==> src/rtl/pos_cache_mu_scheduler.sv <==
// pos_cache_mu_scheduler: sequences the motion-update pass over all caches; `define MU_SCHED_STATS_EN adds pass statistics
module pos_cache_mu_scheduler #(
  parameter int DATA_WIDTH     = 32,
  parameter int ADDR_WIDTH     = 8,
  parameter int PARTICLE_NUM   = 220,
  parameter int CELL_ID_WIDTH  = 4,
  parameter int NUM_CELLS      = 8,
  parameter int CELL_IDX_WIDTH = 3,
  parameter int OUTST_WIDTH    = 10
) (
  input  logic                        clk,
  input  logic                        rst,
  input  logic                        start,
  output logic                        out_busy,
  output logic                        out_done,
  output logic                        out_motion_update_enable,
  output logic [ADDR_WIDTH-1:0]       out_rd_addr,
  output logic [NUM_CELLS-1:0]        out_rden,
  input  logic [3*DATA_WIDTH-1:0]     in_rd_data,
  output logic [3*DATA_WIDTH-1:0]     out_mu_data,
  output logic                        out_mu_valid,
  output logic [CELL_IDX_WIDTH-1:0]   out_mu_cell_idx,
  input  logic [3*DATA_WIDTH-1:0]     in_mu_result,
  input  logic [3*CELL_ID_WIDTH-1:0]  in_mu_dst_cell,
  input  logic                        in_mu_result_valid,
  output logic [3*DATA_WIDTH-1:0]     out_bcast_data,
  output logic [3*CELL_ID_WIDTH-1:0]  out_bcast_dst_cell,
  output logic                        out_bcast_valid,
  output logic                        out_err
`ifdef MU_SCHED_STATS_EN
  ,
  output logic [31:0]                 out_stat_cycles,
  output logic [OUTST_WIDTH-1:0]      out_stat_particles
`endif
);
  typedef enum logic [2:0] {IDLE, RD_COUNT, WAIT_COUNT, STREAM, NEXT_CELL, DRAIN, SETTLE} state_t;
  localparam logic [ADDR_WIDTH-1:0] PMAX = ADDR_WIDTH'(PARTICLE_NUM);
  localparam logic [CELL_IDX_WIDTH-1:0] LAST = CELL_IDX_WIDTH'(NUM_CELLS - 1);
  state_t state, state_nx;
  logic [CELL_IDX_WIDTH-1:0] idx, idx_nx;
  logic [ADDR_WIDTH-1:0] cnt, cnt_nx, p, p_nx, raw_cnt, clamp_cnt;
  logic settle, settle_nx, busy_nx, en_nx, done_nx;
  logic [OUTST_WIDTH-1:0] outst;
  assign raw_cnt = in_rd_data[ADDR_WIDTH-1:0];
  assign clamp_cnt = raw_cnt > PMAX ? PMAX : raw_cnt;
  assign out_rden = (state == RD_COUNT || state == STREAM) ? NUM_CELLS'(1) << idx : '0;
  assign out_rd_addr = state == STREAM ? p : '0;
  assign out_mu_data = out_mu_valid ? in_rd_data : '0;
  always_comb begin
    state_nx = state;
    idx_nx = idx;
    cnt_nx = cnt;
    p_nx = p;
    settle_nx = settle;
    busy_nx = out_busy;
    en_nx = out_motion_update_enable;
    done_nx = 1'b0;
    case (state)
      IDLE: if (start) begin
        state_nx = RD_COUNT;
        idx_nx = '0;
        busy_nx = 1'b1;
        en_nx = 1'b1;
      end
      RD_COUNT: state_nx = WAIT_COUNT;
      WAIT_COUNT: begin
        cnt_nx = clamp_cnt;
        p_nx = ADDR_WIDTH'(1);
        state_nx = clamp_cnt == '0 ? NEXT_CELL : STREAM;
      end
      STREAM: begin
        p_nx = p + 1'b1;
        state_nx = p == cnt ? NEXT_CELL : STREAM;
      end
      NEXT_CELL: begin
        state_nx = idx == LAST ? DRAIN : RD_COUNT;
        idx_nx = idx == LAST ? idx : idx + 1'b1;
      end
      // release enable only once nothing is in flight and the last broadcast has cleared
      DRAIN: if (outst == '0 && !out_bcast_valid) begin
        en_nx = 1'b0;
        settle_nx = 1'b0;
        state_nx = SETTLE;
      end
      SETTLE: begin
        settle_nx = 1'b1;
        done_nx = settle;
        busy_nx = !settle;
        state_nx = settle ? IDLE : SETTLE;
      end
      default: state_nx = IDLE;
    endcase
  end
  always_ff @(posedge clk) begin
    if (rst) begin
      state <= IDLE;
      idx <= '0;
      cnt <= '0;
      p <= '0;
      settle <= 1'b0;
      out_busy <= 1'b0;
      out_motion_update_enable <= 1'b0;
      out_done <= 1'b0;
    end else begin
      state <= state_nx;
      idx <= idx_nx;
      cnt <= cnt_nx;
      p <= p_nx;
      settle <= settle_nx;
      out_busy <= busy_nx;
      out_motion_update_enable <= en_nx;
      out_done <= done_nx;
    end
  end
  always_ff @(posedge clk) begin
    if (rst) begin
      out_mu_valid <= 1'b0;
      out_mu_cell_idx <= '0;
      out_bcast_valid <= 1'b0;
      out_bcast_data <= '0;
      out_bcast_dst_cell <= '0;
      outst <= '0;
      out_err <= 1'b0;
    end else begin
      out_mu_valid <= state == STREAM;
      out_mu_cell_idx <= idx;
      out_bcast_valid <= in_mu_result_valid;
      if (in_mu_result_valid) begin
        out_bcast_data <= in_mu_result;
        out_bcast_dst_cell <= in_mu_dst_cell;
      end
      if (out_mu_valid && !in_mu_result_valid) begin
        if (&outst) out_err <= 1'b1;
        else outst <= outst + 1'b1;
      end else if (!out_mu_valid && in_mu_result_valid) begin
        if (outst == '0) out_err <= 1'b1;
        else outst <= outst - 1'b1;
      end
      if (in_mu_result_valid && !out_busy) out_err <= 1'b1;
    end
  end
`ifdef MU_SCHED_STATS_EN
  always_ff @(posedge clk) begin
    if (rst || (state == IDLE && start)) begin
      out_stat_cycles <= '0;
      out_stat_particles <= '0;
    end else begin
      out_stat_cycles <= out_stat_cycles + 32'(out_busy);
      out_stat_particles <= out_stat_particles + OUTST_WIDTH'(out_mu_valid);
    end
  end
`endif
endmodule

==> config.mk <==
export PLATFORM = sky130hd
export DESIGN_NAME = pos_cache_mu_scheduler
export DESIGN_NICKNAME = d
export VERILOG_FILES = /design/src/rtl/pos_cache_mu_scheduler.sv
export SDC_FILE = /design/constraint.sdc
export NUM_CORES = 1
export LEC_CHECK = 0
export CAP_MARGIN = 0
export CORE_AREA = 5 5 167 169
export DETAILED_ROUTE_END_ITERATION = 16
export DIE_AREA = 0 0 172 174
export GPL_ROUTABILITY_DRIVEN = 0
export PLACE_DENSITY = 0.71
export SKIP_LAST_GASP = 1
export SYNTH_ARGS = -nofsm -noshare
export SYNTH_HDL_FRONTEND = slang
export SYNTH_SLANG_ARGS = --single-unit
==> constraint.sdc <==
create_clock -name clk -period 3.4 [get_ports clk]
set_clock_uncertainty 0.1 [all_clocks]
set_input_delay 0.68 -clock clk [delete_from_list [all_inputs] [get_ports clk]]
set_output_delay 0.68 -clock clk [all_outputs]
set_load 0.1 [all_outputs]
Word level (Yosys, flattened, before mapping)
Cells that the tools add are included.
- add/sub/neg operators: 4
- magnitude comparators: 1
- equality and inequality tests: 14
- shift operators: 1
- muxes and demuxes: 29
- bitwise operators: 1
- reductions and logical operators: 30
- operators with widths (cell ; count):
    96-bit 2-to-1 mux ; 1
    10-bit 2-to-1 mux ; 4
    3-bit 2-to-1 mux ; 8
    8-bit 2-to-1 mux ; 3
    3-bit case mux with 7 select lines ; 1
    8-bit case mux with 2 select lines ; 1
    3-bit == test, second input constant ; 4
    3-bit AND reduction ; 4
    2-bit nonzero test ; 6
    10-bit by 1-bit adder with 10-bit output, second input constant ; 1
    10-bit zero test ; 1
    10-bit AND reduction ; 1
    10-bit by 1-bit subtractor with 10-bit output, second input constant ; 1
    8-bit by 1-bit adder with 8-bit output, second input constant ; 1
    8-bit == test ; 1
    8-bit greater-than comparator, second input constant ; 1
    8-bit zero test ; 1
    2-bit != test, second input constant ; 4
    1-bit by 3-bit left shift with 8-bit output, first input constant ; 1
    1-bit 2-to-1 mux ; 7
    3-bit by 2-bit == test with 1-bit output, second input constant ; 2
    1-bit case mux with 2 select lines ; 3
    3-bit case mux with 2 select lines ; 1
    2-bit AND reduction ; 3
    other kinds (11) ; 19
- flip-flop bits (word level): 150
- input bits: 208
- output and inout port bits: 229
- logic and storage cells: 95

Longest topological paths before layout
Gate-level depths: netlist (run 1).
- depth after elaboration: 5
- depth in mapped cells: 12
- gate-level depth less buffers: 9

Least setup slack after synthesis (run 1)
No wires, ideal clock.
- path type: reg2out
- start: register state[0]
- end: output port out_rden[0]
- arrival time: 2865 ps
- required time: 2620 ps
- setup slack: -245 ps
- cell stages (with the launch flop): 5
- path buffers: 2
- cells stage by stage: dfxtp_1 clkbuf_1 clkbuf_1 nand2_1 nor3_1
- cells in the longest elaborated chain, start to end: 3
- elaborated cells between the ends (all ways): 4
- those cells by class: eq/ne: 2; mux: 1; reduce/logical: 1
- RTL lines (element ; RTL line ; text):
    from (decl) ; 39 ; state_t state, state_nx;
    from (signal assigned) ; 105 ; state <= state_nx;
    3-bit by 1-bit == test with 1-bit output / 3-bit by 2-bit == test with 1-bit output (equally long branches) ; 46 ; assign out_rden = (state == RD_COUNT || state == STREAM) ? NUM_CELLS'(1) << idx : '0;
    1-bit logical OR * ; 46 ;
    8-bit 2-to-1 mux * ; 46 ;
    to (decl) ; 18 ; output logic [NUM_CELLS-1:0] out_rden,
Every way passes the cells marked *; elsewhere a longest branch is shown, timed or not.

Worst setup path in the final report (run 1)
- start: register out_mu_valid
- end: output port out_mu_data[2]
- cells in the longest elaborated chain, start to end: 1
- RTL lines (element ; RTL line ; text):
    from (decl) ; 21 ; output logic out_mu_valid,
    from (signal assigned) ; 117 ; out_mu_valid <= 1'b0;
    from (signal assigned) ; 125 ; out_mu_valid <= state == STREAM;
    96-bit 2-to-1 mux ; 48 ; assign out_mu_data = out_mu_valid ? in_rd_data : '0;
    to (decl) ; 20 ; output logic [3*DATA_WIDTH-1:0] out_mu_data,
No other way between the ends.

==> results_dict.tcl, run 1 <==
set metrics [dict create \
    clkPwrFrac 0.308 \
    h-tree-depth 4 \
    yosys_warnings 0 \
    drive_gt1_frac 0.236 \
    post-route-period-util 0.815 \
    cts_tree "done" \
    cp-end-kind "output port" \
    start_util 0.262 \
    drtIter0Drc 397 \
    pwr-share-seq 0.331 \
    fill_cells 2553 \
    synth-edff-count 0 \
    ys.flop_type "dfxtp_1" \
    cp.required_ns 2.62 \
    crit_slowest_cell "buf_4" \
    drtPass1Iterations 4 \
    path_max_fanout 95 \
    p_sw_frac 0.399 \
    cts_setup_buffers 0 \
    cp-start-kind "flop" \
    overflow 0 \
    drc 0 \
    worst_path_largest_cell_delay_ns 0.52 \
    ys_seq_elements 150 \
    cts_root_buf "clkbuf_16" \
    core-area_mm2 0.0264 \
    final_common_cell "buf_4" \
    arrival_ns 1.99 \
    numCtsBuffers 17 \
    clock_latency_ns 0.43 \
    net-switching-power_uw 2460 \
    hpwl_mm 21.3 \
    cap_violations 0 \
    finalNetCount 1413 \
    cts_hold_buf 0 \
    area_delta_synth_final_pct 69.4 \
    grt_max_degree 111 \
    dp_slack_ns 0.260 \
    status "finished, final reports clean" \
    grt_pass1_vias 6811 \
    setup_slack_ns 0.631 \
    max-vdd-ir-drop_mv 0.269 \
    clock.fmax_mhz 361 \
    synth_cells 772 \
    num_vias 6899 \
    finalSetupViolCount 0 \
    die_w_um 172 \
    hold_path_class "reg2reg" \
    leakage_uw 0.00546 \
    rsz0062_at_grt "false" \
    slew_violations 0 \
    wirelength_mm 27.1 \
    synth_area_per_cell_um2 8.96 \
    routed_via_density 4.47 \
    intPower_uw 3710 \
    rows 60 \
    fin_worst_hold_slack_ns 0.379 \
    pwr-share-comb 0.361 \
    wl_per_cell_um 17.6 \
    ant_nets 0 \
    grt_pass1_wl_mm 40.1 \
    power.total_uw 6180 \
    critical_path.cell_chain "buf_4, inv_1, nor2_1, buf_12" \
    layout_common_cells "buf_4 (229), clkdlybuf4s50_1 (205), nor2_1 (165)" \
    dieArea_mm2 0.0299 \
    yosysSeqAreaShare 0.434 \
    die_h_um 174 \
    cts.sinks 150 \
    track_usage 0.172 \
    synth-async-reset-ratio 0 \
    ios 437 \
    worst_pin_slew_ns 0.900 \
    synth_nets 998 \
    clk_pin_slew_ns 0.07 \
    critical_path_class "reg2out" \
    syn_area_mm2 0.00691 \
    finalHoldViolations 0 \
    antenna_found_initial 5 \
    clockBufferDepth 2 \
    fin_crit_ns 2.77 \
    power_density_mw_per_mm2 527 \
    portBuffers 436 \
    cts_resized 0 \
    synth.distinct_cells 53 \
    slew_headroom 0.400 \
]
-- synthesized netlist by cell type, types with 2 or more instances --
cell type / number / area share
a311oi_2: 2 / 0.0043
a21o_1: 4 / 0.0043
nor3_1: 6 / 0.0043
inv_1: 13 / 0.0071
a22o_1: 2 / 0.0025
nand2_1: 19 / 0.010
or2_2: 2 / 0.0018
nor2_1: 165 / 0.090
and2_1: 97 / 0.088
a21oi_1: 23 / 0.017
nor3b_1: 3 / 0.0033
dfxtp_1: 150 / 0.43
a22oi_1: 6 / 0.0065
ha_1: 17 / 0.031
nand2b_1: 5 / 0.0045
nand3_1: 11 / 0.0080
a311oi_1: 3 / 0.0038
o21ai_0: 11 / 0.0080
clkbuf_1: 31 / 0.017
buf_2: 7 / 0.0051
nor2b_1: 6 / 0.0054
xor2_1: 8 / 0.010
and3_1: 11 / 0.010
o211ai_1: 2 / 0.0022
mux2i_1: 114 / 0.17
buf_1: 8 / 0.0043
a211oi_1: 6 / 0.0065
nand3b_1: 2 / 0.0022
xnor2_1: 3 / 0.0038
nor4_1: 9 / 0.0081
nand4_1: 4 / 0.0036
-- layer usage --
metal  share of wire  wire length, um  GRT usage
met1            0.41            11200      0.206
met2            0.48            12900      0.275
met3           0.098             2650     0.0864
met4           0.013              348     0.0403
met5          0.0020               54          0
-- metrics by stage --
step                       util  instance area, um^2  cells  setup TNS, ns
after global placement    0.421                11100   1509              0
after floorplan               -                 6930    772         -0.204
final                     0.443                11700   1542              0
after global routing      0.443                11700   1542              0
after CTS                 0.443                11700   1541              0
after detailed placement  0.421                11100   1509              0
-- sequential cells by signal, indices dropped and copies added (netlist names) --
register	cells
out_err	1
settle	1
cnt	8
out_bcast_valid	1
out_mu_cell_idx	3
out_bcast_dst_cell	12
outst	10
out_motion_update_enable	1
out_done	1
out_busy	1
state	3
idx	3
out_bcast_data	96
out_mu_valid	1
p	8
-- critical path, delay by kind of cell (launching register included) --
family	cells	cell delay (ns)
buf+inv	3	0.96
flops	1	0.33
simple gates	1	0.26
-- path summary, 6_finish.rpt --
kind | endpoint | cells after the start | startpoint | slack, ns
setup / recovery | out_mu_data[2] | 4 | out_mu_valid | 0.63
setup reg to reg | outst[8] | 8 | out_mu_valid | 0.76
hold reg to reg | cnt[6] | 2 | cnt[6] | 0.38
hold / removal | cnt[6] | 2 | cnt[6] | 0.38
-- power by group through the flow --
stage | Sequential, uW | Combinational (uW) | Clock [uW]
2_1_floorplan | 2640 | 1030 | 0
3_3_place_gp | 2080 | 2180 | 0
3_5_place_dp | 2080 | 2230 | 0
4_1_cts | 2040 | 2230 | 1960
5_1_grt | 2060 | 2380 | 2040
6_report | 2040 | 2230 | 1900
-- cell type report --
| type | count | area [um^2] | share of cell area |
|---|---|---|---|
| timing repair buffer | 444 | 3960 | 0.338 |
| tap | 341 | 427 | 0.0364 |
| multi-input combinational | 561 | 3680 | 0.314 |
| sequential | 150 | 3000 | 0.256 |
| antenna | 1 | 2.50 | 0.000214 |
| clock inverter | 14 | 149 | 0.0127 |
| inverter | 13 | 48.8 | 0.00417 |
| clock buffer | 18 | 439 | 0.0375 |
-- kinds of logic after synthesis --
family | share of synthesized area
flops | 0.434
fa+ha+maj | 0.0337
xor+xnor | 0.0139
compound gates | 0.0695
simple gates | 0.248
mux | 0.165
buf+inv | 0.0356
No activity file was read; power rests on OpenSTA's default activity.
==> inputs of run 2 (changes only) <==
CORE_AREA = 5 5 165 167   (was 5 5 167 169)
DIE_AREA = 0 0 170 172   (was 0 0 172 174)
PLACE_DENSITY = 0.7   (was 0.71)
clock period = 2.7 ns   (was 3.4 ns; I/O delays follow)
==> results_dict.tcl, run 2 (same netlist as run 1, synthesis figures left out) <==
set metrics [dict create \
    numCtsBuffers 17 \
    drive_gt1_frac 0.246 \
    cp-end-kind "output port" \
    cts.sinks 150 \
    cts_hold_buf 0 \
    critical_path_class "reg2out" \
    power_density_mw_per_mm2 597 \
    largest_reg_flops 96 \
    status "finished, final reports clean" \
    cap_violations 0 \
    top_layer_used "met4" \
    cp-start-kind "flop" \
    area_delta_synth_final_pct 89.5 \
    final_common_cell "clkdlybuf4s50_1" \
    slew_headroom 0.404 \
    dieArea_mm2 0.0292 \
    regMostFlops "out_bcast_data" \
    portBuffers 436 \
    num_vias 6892 \
    ios 437 \
    drtIter0Drc 226 \
    core-area_mm2 0.0256 \
    worst_path_largest_cell_delay_ns 0.39 \
    hpwl_mm 20.8 \
    max-vdd-ir-drop_mv 0.363 \
    grt_pass1_vias 7176 \
    leakage_uw 0.00577 \
    post-route-period-util 0.927 \
    ant_nets 0 \
    fin_crit_ns 2.50 \
    overflow 0 \
    finalNetCount 1420 \
    critical_path.cell_chain "clkbuf_8, inv_1, nor2_1, buf_12" \
    antenna_found_initial 0 \
    grt_pass1_wl_mm 40.2 \
    finalSetupViolCount 0 \
    cp.required_ns 2.06 \
    cts_setup_buffers 0 \
    final_cells 1542 \
    worst_pin_slew_ns 0.893 \
    wl_per_cell_um 17.2 \
    rsz0062_at_grt "false" \
    track_usage 0.174 \
    arrival_ns 1.86 \
    met3_length_mm 2.33 \
    clockBufferDepth 2 \
    diodes 0 \
    wirelength_mm 26.5 \
    clock.fmax_mhz 400 \
    layout_common_cells "clkdlybuf4s50_1 (205), nor2_1 (162), dfxtp_1 (149)" \
    die_h_um 172 \
    drc 0 \
    h-tree-depth 4 \
    die_w_um 170 \
    clock_latency_ns 0.41 \
    finalHoldViolations 0 \
    drtPass1Iterations 4 \
    path_max_fanout 95 \
    slew_violations 0 \
    postLayoutCellArea_mm2 0.0131 \
    met1_length_mm 10.4 \
    clk_pin_slew_ns 0.07 \
    fill_cells 2303 \
    dpl_cell_area_mm2 0.0125 \
    grt_max_degree 110 \
    rows 59 \
    crit_slowest_cell "clkbuf_8" \
    reg_top3 "out_bcast_data (96), out_bcast_dst_cell (12), outst (10)" \
    start_util 0.270 \
    wl_met2_mm 13.2 \
    routed_via_density 4.47 \
    dp.cells 1510 \
    hold_path_class "in2reg" \
    cts_tree "done" \
    cts_root_buf "clkbuf_16" \
]
run 2: cell types whose count changed in the layout (fill, tap and decap cells not counted), sizes merged:
| cell | delta |
|---|---|
| buf | +6 |
| clkinvlp | +1 |
| inv | -1 |
| clkbuf | +1 |
| diode | -1 |
run 2: final cells by class:
class,instances,area (um^2),share of cell area
sequential,150,3000,0.229
multi-input combinational,561,3700,0.282
timing repair buffer,451,5360,0.409
inverter,13,48.8,0.00372
clock buffer,18,439,0.0335
tap,335,419,0.0320
clock inverter,14,133,0.0101
run 2: critical path, delay by kind of cell, from the launching register on:
| family | cells | cell delay, ns |
|---|---|---|
| simple gates | 1 | 0.31 |
| flops | 1 | 0.34 |
| buf+inv | 3 | 0.78 |
run 2: where the power goes:
part           total, uW  internal [uW]  switching, uW
Sequential          2570           2400            164
Combinational       2920           1100           1820
Clock               2340           1250           1090
run 2: routing by layer:
| layer | vias up | GRT usage |
|---|---|---|
| met5 | - | 0 |
| met4 | 0 | 0.0493 |
| met3 | 31 | 0.0674 |
| met2 | 241 | 0.300 |
| met1 | 3166 | 0.202 |
| li1 | 3454 | - |
run 2: final timing paths:
path,start,to,slack (ns),cells past startpoint
setup / recovery,out_mu_valid,out_mu_data[3],0.20,4
hold / removal,in_mu_result_valid,out_bcast_valid,0.32,3
setup reg to reg,out_mu_valid,outst[6],0.50,8
hold reg to reg,cnt[7],cnt[7],0.37,2
run 2: stage by stage:
step	worst slack (ns)	setup TNS (ns)	total power (uW)	utilization	hold slack (ns)
after global routing	0.0330	0	8240	0.512	0.319
after CTS	0.0933	0	7890	0.511	0.294
after detailed placement	0.145	0	5520	0.489	0.362
final	0.198	0	7820	0.512	0.318
after global placement	0.185	0	5480	0.489	0.365
after floorplan	-0.297	-0.952	4640	-	0.348
run 2: timing repair:
| item | 4_1_cts | 5_1_grt |
|---|---|---|
| setup endpoints to repair | 1 | 3 |
| resized for setup | 1 | 2 |
| pin swaps | 0 | 0 |
==> inputs of run 3 (changes only) <==
CTS_BUF_LIST = sky130_fd_sc_hd__clkbuf_4 sky130_fd_sc_hd__clkbuf_8 sky130_fd_sc_hd__clkbuf_16   (was not set)
RECOVER_POWER = 25   (was not set)
==> results_dict.tcl, run 3 (same netlist as run 1, synthesis figures left out) <==
set metrics [dict create \
    fin_crit_ns 2.51 \
    start_util 0.270 \
    rsz0062_at_grt "false" \
    hpwl_mm 20.8 \
    routed_via_density 4.46 \
    min_from "in_mu_result_valid" \
    ios 437 \
    leakage_uw 0.00577 \
    cts_root_buf "clkbuf_16" \
    num_vias 6885 \
    portBuffers 436 \
    die_h_um 172 \
    finalSetupViolCount 0 \
    drive_gt1_frac 0.245 \
    worst_pin_slew_ns 2.17 \
    dieArea_mm2 0.0292 \
    area_delta_synth_final_pct 89.4 \
    clock_latency_ns 0.41 \
    power_density_mw_per_mm2 598 \
    hold_path_class "in2reg" \
    worst_path_largest_cell_delay_ns 0.39 \
    rows 59 \
    cp-end-kind "output port" \
    finalHoldViolations 0 \
    ant_nets 0 \
    cp-start-kind "flop" \
    numCtsBuffers 17 \
    grt_pass1_wl_mm 40.2 \
    antenna_found_initial 0 \
    wl_per_cell_um 17.2 \
    r2r-end "outst[8]" \
    layout_common_cells "clkdlybuf4s50_1 (205), nor2_1 (162), dfxtp_1 (149)" \
    r2r_slack_ns 0.46 \
    drtPass1Iterations 4 \
    clk_pin_slew_ns 0.07 \
    regMostFlops "out_bcast_data" \
    max-vdd-ir-drop_mv 0.363 \
    arrival_ns 1.87 \
    critical_path_class "reg2out" \
    multiInputGateArea_mm2 0.00370 \
    critical_path.cell_chain "clkbuf_8, inv_1, nor2_1, buf_12" \
    diodes 0 \
    fin_worst_hold_slack_ns 0.318 \
    path_max_fanout 95 \
    slew_headroom -0.444 \
    cts_setup_buffers 0 \
    grt_pass1_vias 7176 \
    die_w_um 170 \
    whs_endpoint "out_bcast_valid" \
    grt_max_degree 110 \
    largest_reg_flops 96 \
    wirelength_mm 26.5 \
    finalNetCount 1420 \
    status "complete, but fails checks" \
    crit_family "buffers and inverters" \
    clockBufferDepth 2 \
    rr_startpoint "out_mu_valid" \
    fill_cells 2305 \
    cp.required_ns 2.06 \
    h-tree-depth 4 \
    failed_checks "capacitance limit, slew limit" \
    track_usage 0.174 \
    cts_tree "done" \
    clock.fmax_mhz 399 \
    core-area_mm2 0.0256 \
    overflow 0 \
    cap_violations 1 \
    regArea_mm2 0.00300 \
    cts.sinks 150 \
    slew_violations 41 \
    hold_depth 3 \
    post-route-period-util 0.928 \
    setup_tns_ns 0 \
    reg_top3 "out_bcast_data (96), out_bcast_dst_cell (12), outst (10)" \
    cp_num_buf_inv 3 \
    reg2reg_depth 8 \
    drtIter0Drc 232 \
    crit_slowest_cell "clkbuf_8" \
    drc 0 \
    final_common_cell "clkdlybuf4s50_1" \
]
[run 3: cell count changes in the layout (fill, tap and decap cells not counted)]
cell	previous run	this run
clkbuf_1	0	1
buf_4	128	126
buf_2	0	1
[run 3: what timing repair did]
item	in CTS	in global routing
gates resized for setup	1	2
hold buffers	0	0
setup endpoints to repair	1	3
[run 3: metrics by stage]
stage | std cells | total power, uW | util | setup slack (ns) | cell area, um^2
3_3_place_gp | 1510 | 5480 | 0.489 | 0.185 | 12500
6_report | 1542 | 7830 | 0.511 | 0.193 | 13100
3_5_place_dp | 1510 | 5520 | 0.489 | 0.145 | 12500
5_1_grt | 1542 | 8240 | 0.511 | 0.0173 | 13100
4_1_cts | 1542 | 7890 | 0.511 | 0.0933 | 13100
2_1_floorplan | 772 | 4640 | - | -0.297 | 6950
[run 3: how the worst max path moves through the flow]
stage	from	to	slack (ns)	depth (start not counted)
floorplan	out_mu_valid	out_mu_data[2]	-0.30	3
global placement	in_mu_result_valid	outst[8]	0.18	10
detailed placement	in_mu_result_valid	outst[6]	0.14	10
CTS	out_mu_valid	out_mu_data[3]	0.09	4
global route	rst	cnt[2]	0.02	3
finish	out_mu_valid	out_mu_data[3]	0.19	4
[run 3: metal layers]
metal / vias up / global-route usage / wire length, um
met2: 235 / 0.300 / 13200
met3: 31 / 0.0674 / 2330
met5: - / 0 / 0
li1: 3451 / - / -
met4: 0 / 0.0493 / 550
met1: 3168 / 0.202 / 10400
[run 3: worst min-delay path, cell delays in order]
cell and delay (ns):
buf_6 0.11, inv_1 0.06, nor2_1 0.07
[run 3: area by class of cell]
class                      count  area share
tap                          335      0.0320
sequential                   150       0.229
clock inverter                14      0.0101
inverter                      13     0.00373
timing repair buffer         451       0.409
multi-input combinational    561       0.282
clock buffer                  18      0.0335
[run 3: where the power goes]
part           leakage, uW  internal (uW)  switching [uW]
Clock             0.000278           1250            1090
Sequential         0.00124           2400             165
Combinational      0.00426           1100            1820
==> edit, RTL diff (config.mk and constraints of run 2) <==
Register the input `in_mu_result` before use. The logic sees it one clock later. The other inputs are not delayed to match.
--- a/src/rtl/pos_cache_mu_scheduler.sv
+++ b/src/rtl/pos_cache_mu_scheduler.sv
@@ -37,4 +37,11 @@
   localparam logic [ADDR_WIDTH-1:0] PMAX = ADDR_WIDTH'(PARTICLE_NUM);
   localparam logic [CELL_IDX_WIDTH-1:0] LAST = CELL_IDX_WIDTH'(NUM_CELLS - 1);
+
+  logic [3*DATA_WIDTH-1:0] in_mu_result_q;
+
+  always_ff @(posedge clk) begin
+    in_mu_result_q <= in_mu_result;
+  end
+
   state_t state, state_nx;
   logic [CELL_IDX_WIDTH-1:0] idx, idx_nx;
@@ -127,5 +134,5 @@
       out_bcast_valid <= in_mu_result_valid;
       if (in_mu_result_valid) begin
-        out_bcast_data <= in_mu_result;
+        out_bcast_data <= in_mu_result_q;
         out_bcast_dst_cell <= in_mu_dst_cell;
       end
Behaviour: not the same (Yosys sat finds a counterexample within 4 cycles, from zero or initial values and one cycle with rst high).
==> edit against run 2 <==
  * Global-route usage up 0.50 points
  * Sequential cell count up 96
  * Die area unchanged
  * Worst setup slack worse by 58 ps
  * Power up 31%
  * Cell area up 16%
  * Critical path type unchanged
  * Clock power up 40%
  * Synthesized area up 29%
  * Critical path depth down 1
  * Non-clock buffer count down 4
  * Routed wire length up 6.4%
  * Cell count up 6.8%
==> edit: results <==
[worst_setup_path]
cp.arrival_ps = 1920
crit_fanout = 15

[synthesis]
synth_cell_type_count = 58
syn_inst = 867
seq_area_frac_synth = 0.553
synthTopCellsByArea = "dfxtp_1 55%, mux2i_1 12%, and2_1 7.2%, nor2_1 6.5%, ha_1 2.4%"
syn_nets = 1093
yosys-top-cells-count = "246 x dfxtp_1, 154 x nor2_1, 110 x mux2i_1"

[grt]
antenna_found_initial = 1
track_usage = 0.179
use_met2 = 0.337
grt_pass1_vias = 7623
grt_pass1_wl_mm = 42.0

[clock_tree]
insertion_delay_ps = 500
cts_made_buffers = 25
h-tree-depth = 1
clockBufferDepth = 3

[finish]
fill_cells = 2117
drive_gt1_frac = 0.233
top_regs = "in_mu_result_q (96), out_bcast_data (96), out_bcast_dst_cell (12)"

[drt]
viasPerCell = 4.64
via_count = 7650
wl_per_cell_um = 17.1
wl_met3_mm = 2.61
drt_iter0_drc = 285
routed.top_layer = "met5"
drtPass1Iterations = 6
wirelength_met1_mm = 10.4
wl_met2_mm = 14.6

[sta]
slew_headroom = 0.357
hold_viol = 0

[placed_design]
dpl.cell_count = 1603

[status]
status = "completed"

[power_and_ir_drop]
leakage_nw = 6.61
vdd_drop_max_mv = 0.677
-- edit: power breakdown --
group,switching [W],internal [W]
combinational,0.00181,0.00111
clock,0.00134,0.00193
sequential,0.000184,0.00390
-- edit: layout make-up --
class / instances / area (um^2) / area share
clock buffer: 36 / 717 / 0.0471
clock inverter: 8 / 71.3 / 0.00469
inverter: 13 / 48.8 / 0.00321
multi-input combinational: 562 / 3790 / 0.249
sequential: 246 / 4930 / 0.324
tap: 335 / 419 / 0.0275
timing repair buffer: 447 / 5240 / 0.345
-- edit: stage by stage --
step	cell area, um^2	worst slack, ps	utilization	power, W	TNS [ps]
after floorplan	8960	-47.4	-	0.00622	-80.3
after global placement	14400	29.5	0.563	0.00701	0
after detailed placement	14400	7.44	0.563	0.00705	0
after CTS	15200	9.34	0.594	0.0104	0
after global routing	15200	36.3	0.594	0.0108	0
final	15200	140	0.594	0.0103	0
-- edit: cells by family after synthesis --
family | share of synthesized area
flops | 0.553
fa+ha+maj | 0.0261
buf+inv | 0.0264
simple gates | 0.198
mux | 0.126
compound gates | 0.0594
xor+xnor | 0.0108
-- edit: repair_timing --
action | in CTS | in global routing
resized for setup | 1 | 2
endpoints found under the setup margin | 44 | 52
setup buffers | 0 | 0
pin swaps | 0 | 0
-- edit: final timing paths --
check	from	to	slack, ps	cells after the start
setup / recovery	state[1]$_SDFFE_PP0P_	out_rd_addr[0]	140	3
hold / removal	in_mu_result_valid	out_bcast_valid$_SDFF_PP0_	220	3
setup reg to reg	out_mu_valid$_SDFF_PP0_	outst[9]$_SDFFE_PP0P_	440	8
hold reg to reg	in_mu_result_q[69]$_DFF_P_	out_bcast_data[69]$_SDFFE_PP0P_	360	2
-- edit: critical path, cell delays in order, from the launching register on --
cell and delay [ps]:
dfxtp_1 540, and3b_2 400, and2_1 270, buf_12 200
